[src/rtl/bram_axis_reader_pkg.sv]
// Shared widths, derived beat count and FSM states for the BRAM-to-AXIS reader.
// No ports: imported by the reader, its serializer and its stream interface.
package bram_axis_reader_pkg;

  localparam int BRAM_DW = 1152;
  localparam int AXIS_DW = 32;
  localparam int ADDR_W  = 12;
  localparam int WORDS   = BRAM_DW / AXIS_DW;

  typedef enum logic [2:0] {
    IDLE,
    FETCH,
    WAIT,
    STREAM,
    FINISH
  } state_t;

endpackage

[src/rtl/bram_axis_reader_if.sv]
// AXI4-Stream master/slave bundle used by the reader output.
// Signals: tvalid, tdata, tstrb, tlast (master out), tready (slave out).
interface bram_axis_reader_if #(
  parameter int DW = bram_axis_reader_pkg::AXIS_DW
);

  logic          tvalid;
  logic [DW-1:0] tdata;
  logic [DW/8-1:0] tstrb;
  logic          tlast;
  logic          tready;

  modport master (
    output tvalid,
    output tdata,
    output tstrb,
    output tlast,
    input  tready
  );

  modport slave (
    input  tvalid,
    input  tdata,
    input  tstrb,
    input  tlast,
    output tready
  );

endinterface

[src/rtl/bram_line_serializer.sv]
// Holds one BRAM line and presents it as LSB-first beats.
// Ports: clk, rst, load, advance, line_in -> beat, last (final beat of the line).
module bram_line_serializer
  import bram_axis_reader_pkg::*;
#(
  parameter int LW = BRAM_DW,
  parameter int BW = AXIS_DW
) (
  input  logic          clk,
  input  logic          rst,
  input  logic          load,
  input  logic          advance,
  input  logic [LW-1:0] line_in,
  output logic [BW-1:0] beat,
  output logic          last
);

  localparam int N  = LW / BW;
  localparam int CW = (N > 1) ? $clog2(N) : 1;

  logic [LW-1:0] line_q;
  logic [CW-1:0] cnt_q;

  // Shifting the line down keeps the current beat in the low
  // word, replacing a wide N:1 mux.
  always_ff @(posedge clk) begin
    if (rst) begin
      line_q <= '0;
      cnt_q  <= '0;
    end else if (load) begin
      line_q <= line_in;
      cnt_q  <= '0;
    end else if (advance) begin
      line_q <= line_q >> BW;
      cnt_q  <= cnt_q + 1'b1;
    end
  end

  assign beat = line_q[BW-1:0];
  assign last = (cnt_q == CW'(N - 1));

endmodule

[src/rtl/bram_axis_reader.sv]
// Streams BRAM lines start..bound (inclusive) out as AXIS beats.
// Ports: m00_axis_aclk/areset, BRAM_* read port, m00_axis stream, start/addrs, busy/done.
module bram_axis_reader
  import bram_axis_reader_pkg::*;
#(
  parameter int BRAM_DATA_WIDTH = BRAM_DW,
  parameter int AXIS_DATA_WIDTH = AXIS_DW,
  parameter int BRAM_ADDR_WIDTH = ADDR_W
) (
  input  logic                       m00_axis_aclk,
  input  logic                       m00_axis_areset,
  output logic                       BRAM_CLK,
  output logic                       BRAM_EN,
  output logic [BRAM_ADDR_WIDTH-1:0] BRAM_ADDR,
  input  logic [BRAM_DATA_WIDTH-1:0] BRAM_OUT,
  bram_axis_reader_if.master         m00_axis,
  input  logic                       start,
  input  logic [BRAM_ADDR_WIDTH-1:0] bram_start_addr,
  input  logic [BRAM_ADDR_WIDTH-1:0] bram_bound_addr,
  output logic                       busy,
  output logic                       done
);

  localparam int SW = AXIS_DATA_WIDTH / 8;

  logic clk;
  logic rst;

  assign clk      = m00_axis_aclk;
  assign rst      = m00_axis_areset;
  assign BRAM_CLK = m00_axis_aclk;

  state_t state_q;
  state_t state_d;

  logic [BRAM_ADDR_WIDTH-1:0] line_q;
  logic [BRAM_ADDR_WIDTH-1:0] bound_q;
  logic [AXIS_DATA_WIDTH-1:0] beat;
  logic beat_last;
  logic at_bound;
  logic fire;
  logic tvalid;

  assign at_bound = (line_q == bound_q);
  assign fire     = (state_q == STREAM) && m00_axis.tready;

  bram_line_serializer #(
    .LW (BRAM_DATA_WIDTH),
    .BW (AXIS_DATA_WIDTH)
  ) u_ser (
    .clk     (clk),
    .rst     (rst),
    .load    (state_q == WAIT),
    .advance (fire),
    .line_in (BRAM_OUT),
    .beat    (beat),
    .last    (beat_last)
  );

  always_ff @(posedge clk) begin
    if (rst) state_q <= IDLE;
    else     state_q <= state_d;
  end

  always_comb begin
    state_d = state_q;
    case (state_q)
      IDLE: begin
        if (start) begin
          if (bram_start_addr > bram_bound_addr)
            state_d = FINISH;
          else
            state_d = FETCH;
        end
      end
      FETCH:  state_d = WAIT;
      WAIT:   state_d = STREAM;
      STREAM: begin
        if (fire && beat_last)
          state_d = at_bound ? FINISH : FETCH;
      end
      FINISH: state_d = IDLE;
      default: state_d = IDLE;
    endcase
  end

  // Address compare happens before increment, so a bound of
  // all-ones ends the run without ever wrapping line_q.
  always_ff @(posedge clk) begin
    if (rst) begin
      line_q  <= '0;
      bound_q <= '0;
    end else if (state_q == IDLE && start) begin
      line_q  <= bram_start_addr;
      bound_q <= bram_bound_addr;
    end else if (fire && beat_last && !at_bound) begin
      line_q  <= line_q + 1'b1;
    end
  end

  always_comb begin
    BRAM_EN = 1'b0;
    tvalid  = 1'b0;
    done    = 1'b0;
    busy    = 1'b1;
    case (state_q)
      IDLE:    busy    = 1'b0;
      FETCH:   BRAM_EN = 1'b1;
      STREAM:  tvalid  = 1'b1;
      FINISH:  done    = 1'b1;
      default: ;
    endcase
  end

  assign BRAM_ADDR      = line_q;
  assign m00_axis.tvalid = tvalid;
  assign m00_axis.tdata  = beat;
  assign m00_axis.tlast  = tvalid && beat_last && at_bound;
  assign m00_axis.tstrb  = {SW{tvalid}};

endmodule

[src/flat_wrapper.sv]
// flat-port wrapper written by rule: the top's interface ports become plain ports
module bram_axis_reader_flat import bram_axis_reader_pkg::*;
#(
  parameter int BRAM_DATA_WIDTH = BRAM_DW,
  parameter int AXIS_DATA_WIDTH = AXIS_DW,
  parameter int BRAM_ADDR_WIDTH = ADDR_W
)
  (m00_axis_aclk, m00_axis_areset, BRAM_CLK, BRAM_EN, BRAM_ADDR, BRAM_OUT, start, bram_start_addr, bram_bound_addr, busy, done, m00_axis_tvalid, m00_axis_tdata, m00_axis_tstrb, m00_axis_tlast, m00_axis_tready);
  bram_axis_reader_if #(.DW((32))) m00_axis_i ();
  input  logic m00_axis_aclk;
  input  logic m00_axis_areset;
  output logic BRAM_CLK;
  output logic BRAM_EN;
  output logic [BRAM_ADDR_WIDTH-1:0] BRAM_ADDR;
  input  logic [BRAM_DATA_WIDTH-1:0] BRAM_OUT;
  input  logic start;
  input  logic [BRAM_ADDR_WIDTH-1:0] bram_start_addr;
  input  logic [BRAM_ADDR_WIDTH-1:0] bram_bound_addr;
  output logic busy;
  output logic done;
  output wire logic [$bits(m00_axis_i.tvalid)-1:0] m00_axis_tvalid;
  output wire logic [$bits(m00_axis_i.tdata)-1:0] m00_axis_tdata;
  output wire logic [$bits(m00_axis_i.tstrb)-1:0] m00_axis_tstrb;
  output wire logic [$bits(m00_axis_i.tlast)-1:0] m00_axis_tlast;
  input wire logic [$bits(m00_axis_i.tready)-1:0] m00_axis_tready;
  assign m00_axis_tvalid = m00_axis_i.tvalid;
  assign m00_axis_tdata = m00_axis_i.tdata;
  assign m00_axis_tstrb = m00_axis_i.tstrb;
  assign m00_axis_tlast = m00_axis_i.tlast;
  assign m00_axis_i.tready = m00_axis_tready;
  bram_axis_reader #(.BRAM_DATA_WIDTH(BRAM_DATA_WIDTH), .AXIS_DATA_WIDTH(AXIS_DATA_WIDTH), .BRAM_ADDR_WIDTH(BRAM_ADDR_WIDTH)) u_core (.m00_axis_aclk(m00_axis_aclk), .m00_axis_areset(m00_axis_areset), .BRAM_CLK(BRAM_CLK), .BRAM_EN(BRAM_EN), .BRAM_ADDR(BRAM_ADDR), .BRAM_OUT(BRAM_OUT), .m00_axis(m00_axis_i), .start(start), .bram_start_addr(bram_start_addr), .bram_bound_addr(bram_bound_addr), .busy(busy), .done(done));
endmodule
[config.mk]
export PLATFORM = sky130hd
export DESIGN_NAME = bram_axis_reader_flat
export DESIGN_NICKNAME = d
export VERILOG_FILES = /design/src/rtl/bram_axis_reader_pkg.sv /design/src/rtl/bram_axis_reader_if.sv /design/src/rtl/bram_line_serializer.sv /design/src/rtl/bram_axis_reader.sv /design/src/flat_wrapper.sv
export SDC_FILE = /design/constraint.sdc
export NUM_CORES = 2
export LEC_CHECK = 0
export ABC_AREA = 0
export BUFFER_PORTS_ARGS = -buffer_cell sky130_fd_sc_hd__buf_4
export CAP_MARGIN = 20
export CORE_AREA = 5 5 471 473
export CTS_CLUSTER_DIAMETER = 100
export CTS_CLUSTER_SIZE = 30
export DETAILED_ROUTE_END_ITERATION = 8
export DIE_AREA = 0 0 476 478
export MAX_ROUTING_LAYER = met4
export SETUP_SLACK_MARGIN = 0.2
export SYNTH_ARGS = -nofsm -noshare
export SYNTH_HDL_FRONTEND = slang
export SYNTH_SLANG_ARGS = --single-unit
[constraint.sdc]
create_clock -name m00_axis_aclk -period 2.7 [get_ports m00_axis_aclk]
set_input_delay 0.54 -clock m00_axis_aclk [delete_from_list [all_inputs] [get_ports m00_axis_aclk]]
set_output_delay 0.54 -clock m00_axis_aclk [all_outputs]
set_load 0.005 [all_outputs]
==> results.md <==
* Status: complete, but fails checks
* Violated checks: negative setup slack
* Maxcap violations at 0
* Setup repair after global routing missed its margin: true
* Syn_nets at 7827
* Worst Path Max Fanout at 2
* Worst-Skew Late Latency at 0.87 ns
* Clock slew at reported path FFs at 0.12 ns
* CORE AREA at 216500 um^2
* Die Y at 478 um
* Drt drc at 0
* Sw Share at 43.27%
* Worst hold path class: in2reg
* # nets final at 9816
* Num rows at 171
* Pin count of the biggest net entering global routing at 116
* Layout cells sized above 1 at 18.61%
* Clock share of power at 15.6%
* CTS tree: done
* DP Cell Count at 10.28k
* Input/output buffers at 1233
* Final core occ at 35.61%
* Crit Path Class: reg2out
* Synth Warn # at 0
* Reg power frac at 39.5%
* DRT Pass-1 Iters at 6
* Fillers at 21.83k
* Rel. slew slack at 47.38%
* Worst-margin pin slew at 0.7892 ns
* Vias at 57.36k
* Worst Skew at 0.06237 ns
* Initial antenna violation count at 49
* Worst Setup End Kind: primary output
* Number of enable flip-flop cells after synthesis at 0
* Number of synthesized register bits at 1185
* Tmin final at 3.013 ns
* NetSw at 30.38 mW
* Post-Syn Instances at 6633
* Ports at 1234
* GRT Total Usage at 21.85%
* Worst path arrival time at 2.47 ns
* Routed Antenna Nets at 0
* Final worst-path cycle share at 111.6%
* Final Hold Fails at 0
* WP data required at 2.16 ns
* Synth Area per Inst at 7.628 um^2
* FFs w/ async S/R, synth at 0%
* Int Power at 39.83 mW
* Die span in x at 476 um
* Total Wirelength at 257400 um
* DP HPWL at 192800 um
* Placement Cell Area at 63620 um^2
* Number of global-route vias before repair at 55.91k
* Fin cells at 11.55k
* FMAX at 331.9 MHz
* Post-route cell area at 77110 um^2
* Finish-stage setup viols at 1
* Initial Util at 23.37%
* First-pass GRT wire length at 366300 um
* Critical Path Source Type: register
* Via-per-instance ratio at 4.966
* Power density cells at 910.5 nW/um^2
* Iteration-0 DRC Markers at 5037
* GP Congestion at 0.9631
* Synth cell types at 45
* Leakage at 26.82 nW
* Final worst slack at -0.3131 ns
* Comb power frac at 44.9%
* Sequential area share after synthesis at 46.89%
* Die area at 227500 um^2
* Peak VDD IR at 0.6741 mV
* Synth-to-Final Area Change at 52.40%
* Max-slew violation count at 0
* WL/cell at 22.29 um
* Ys flop type: dfxtp_1
* Mapped Area at 50590 um^2
* Grt total ovfl at 0
-- registers in the layout (all words and copies together), names as in the netlist --
| signal | cells |
|---|---|
| u_core.bound_q | 12 |
| u_core.u_ser.line_q | 1152 |
| u_core.u_ser.cnt_q | 6 |
| u_core.state_q | 3 |
| u_core.BRAM_ADDR | 12 |
-- power groups by stage --
stage	clock network (mW)	logic (mW)	registers, mW
after floorplan	0.0240	19.4	26.0
after global placement	0.0240	29.3	27.9
after detailed placement	0.0240	29.8	28.0
after CTS	11.3	31.5	27.6
after global routing	11.8	34.8	28.3
final	11.0	31.5	27.7
-- cell type report --
type | count | area (um^2) | share of cell area (%)
multi-input cells | 4747 | 24180 | 31.36
flip-flops and latches | 1185 | 23750 | 30.80
well taps | 2854 | 3571 | 4.631
repair buffers | 2613 | 23540 | 30.52
clock inverters | 24 | 369.1 | 0.4787
clock buffers | 63 | 1514 | 1.963
diodes | 47 | 117.6 | 0.1525
inverters | 17 | 67.56 | 0.08762
-- Yosys cell counts, types with 8 or more instances --
master	number	share of area, %
nand2_1	2279	17
dfxtp_1	1185	47
nor2_1	1178	8.7
a311oi_1	1126	19
clkbuf_1	608	4.5
buf_4	40	0.59
a22oi_1	32	0.47
buf_2	24	0.24
a21oi_1	18	0.18
inv_1	17	0.13
ha_1	14	0.35
xor2_1	14	0.24
buf_1	12	0.089
nand3_1	10	0.099
nor4_1	8	0.099
-- routing by layer --
layer	GRT usage, %	vias up	share of wire [%]
met5	-	-	0
met4	11.26	0	6.0
met3	2.491	512	6.6
met2	35.28	2550	46
met1	26.90	27300	41
li1	-	26990	-
-- path summary, 6_finish.rpt --
| path | to | slack [ns] | cells after the start | from |
|---|---|---|---|---|
| worst max-delay path | m00_axis_tlast | -0.31 | 6 | u_core.BRAM_ADDR[5] |
| worst min-delay path | u_core.u_ser.line_q[331] | 0.07 | 3 | BRAM_OUT[331] |
| worst max register to register | u_core.BRAM_ADDR[11] | 0.29 | 7 | u_core.u_ser.cnt_q[1] |
| worst min register to register | u_core.u_ser.line_q[207] | 0.45 | 2 | u_core.u_ser.line_q[239] |
-- cell families (layout without fill, tap and decap cells) --
group                      after synthesis  in the layout  synth area share (%)
buffers and inverters                  701           2717                 5.557
AOI/OAI and AO/OA                     1205           1205                 20.55
xor gates and xnor gates                18             18                0.3116
DFF                                   1185           1185                 46.89
and+or+nand+nor                       3510           3510                 26.35
other                                    0             47                     0
adders and majority gates               14             14                0.3462
-- layout by cell type (no fill, tap or decap), drive strengths merged, types with 4 or more instances in the layout --
cell	netlist	routed
or4	4	4
clkbuf	608	62
clkinv	0	12
o31ai	4	4
and3	5	5
o21ai	7	7
nor2	1178	1178
a22oi	32	32
a311oi	1126	1126
diode	0	47
nor4	8	8
dfxtp	1185	1185
nor3	6	6
nand2	2279	2279
a21oi	18	18
a31oi	5	5
dlygate4sd3	0	1123
xnor2	4	4
inv	17	25
xor2	14	14
or3	6	6
ha	14	14
nand3	11	11
clkinvlp	0	4
buf	76	1491
-- worst max-delay path: stages, from the launching register on --
cell and delay [ns]:
dfxtp_4 0.36, xor2_1 0.16, nor4_2 0.39, nand3_2 0.18
nor3_4 0.25, buf_6 0.16, buf_6 0.11
-- stage by stage --
stage	setup slack [ns]	power, mW	setup TNS, ns	hold WS (ns)
after global routing	-0.4738	74.86	-0.4738	0.01400
after detailed placement	0.1292	57.84	0	0.4650
final	-0.3131	70.21	-0.3131	0.07492
after CTS	-0.4452	70.39	-0.4452	0.00009837
after global placement	-0.4693	57.23	-0.4693	0.4578
after floorplan	0.5810	45.37	0	0.4478
-- timing repair --
action | 4_1_cts | 5_1_grt
gates resized for setup | 37 | 5
hold endpoints to repair | 1123 | 0
setup endpoints to repair | 9 | 13
hold buffers | 1123 | 0
pin swaps | 5 | 1
setup buffers | 9 | 4
No activity file was read; power rests on OpenSTA's default activity.
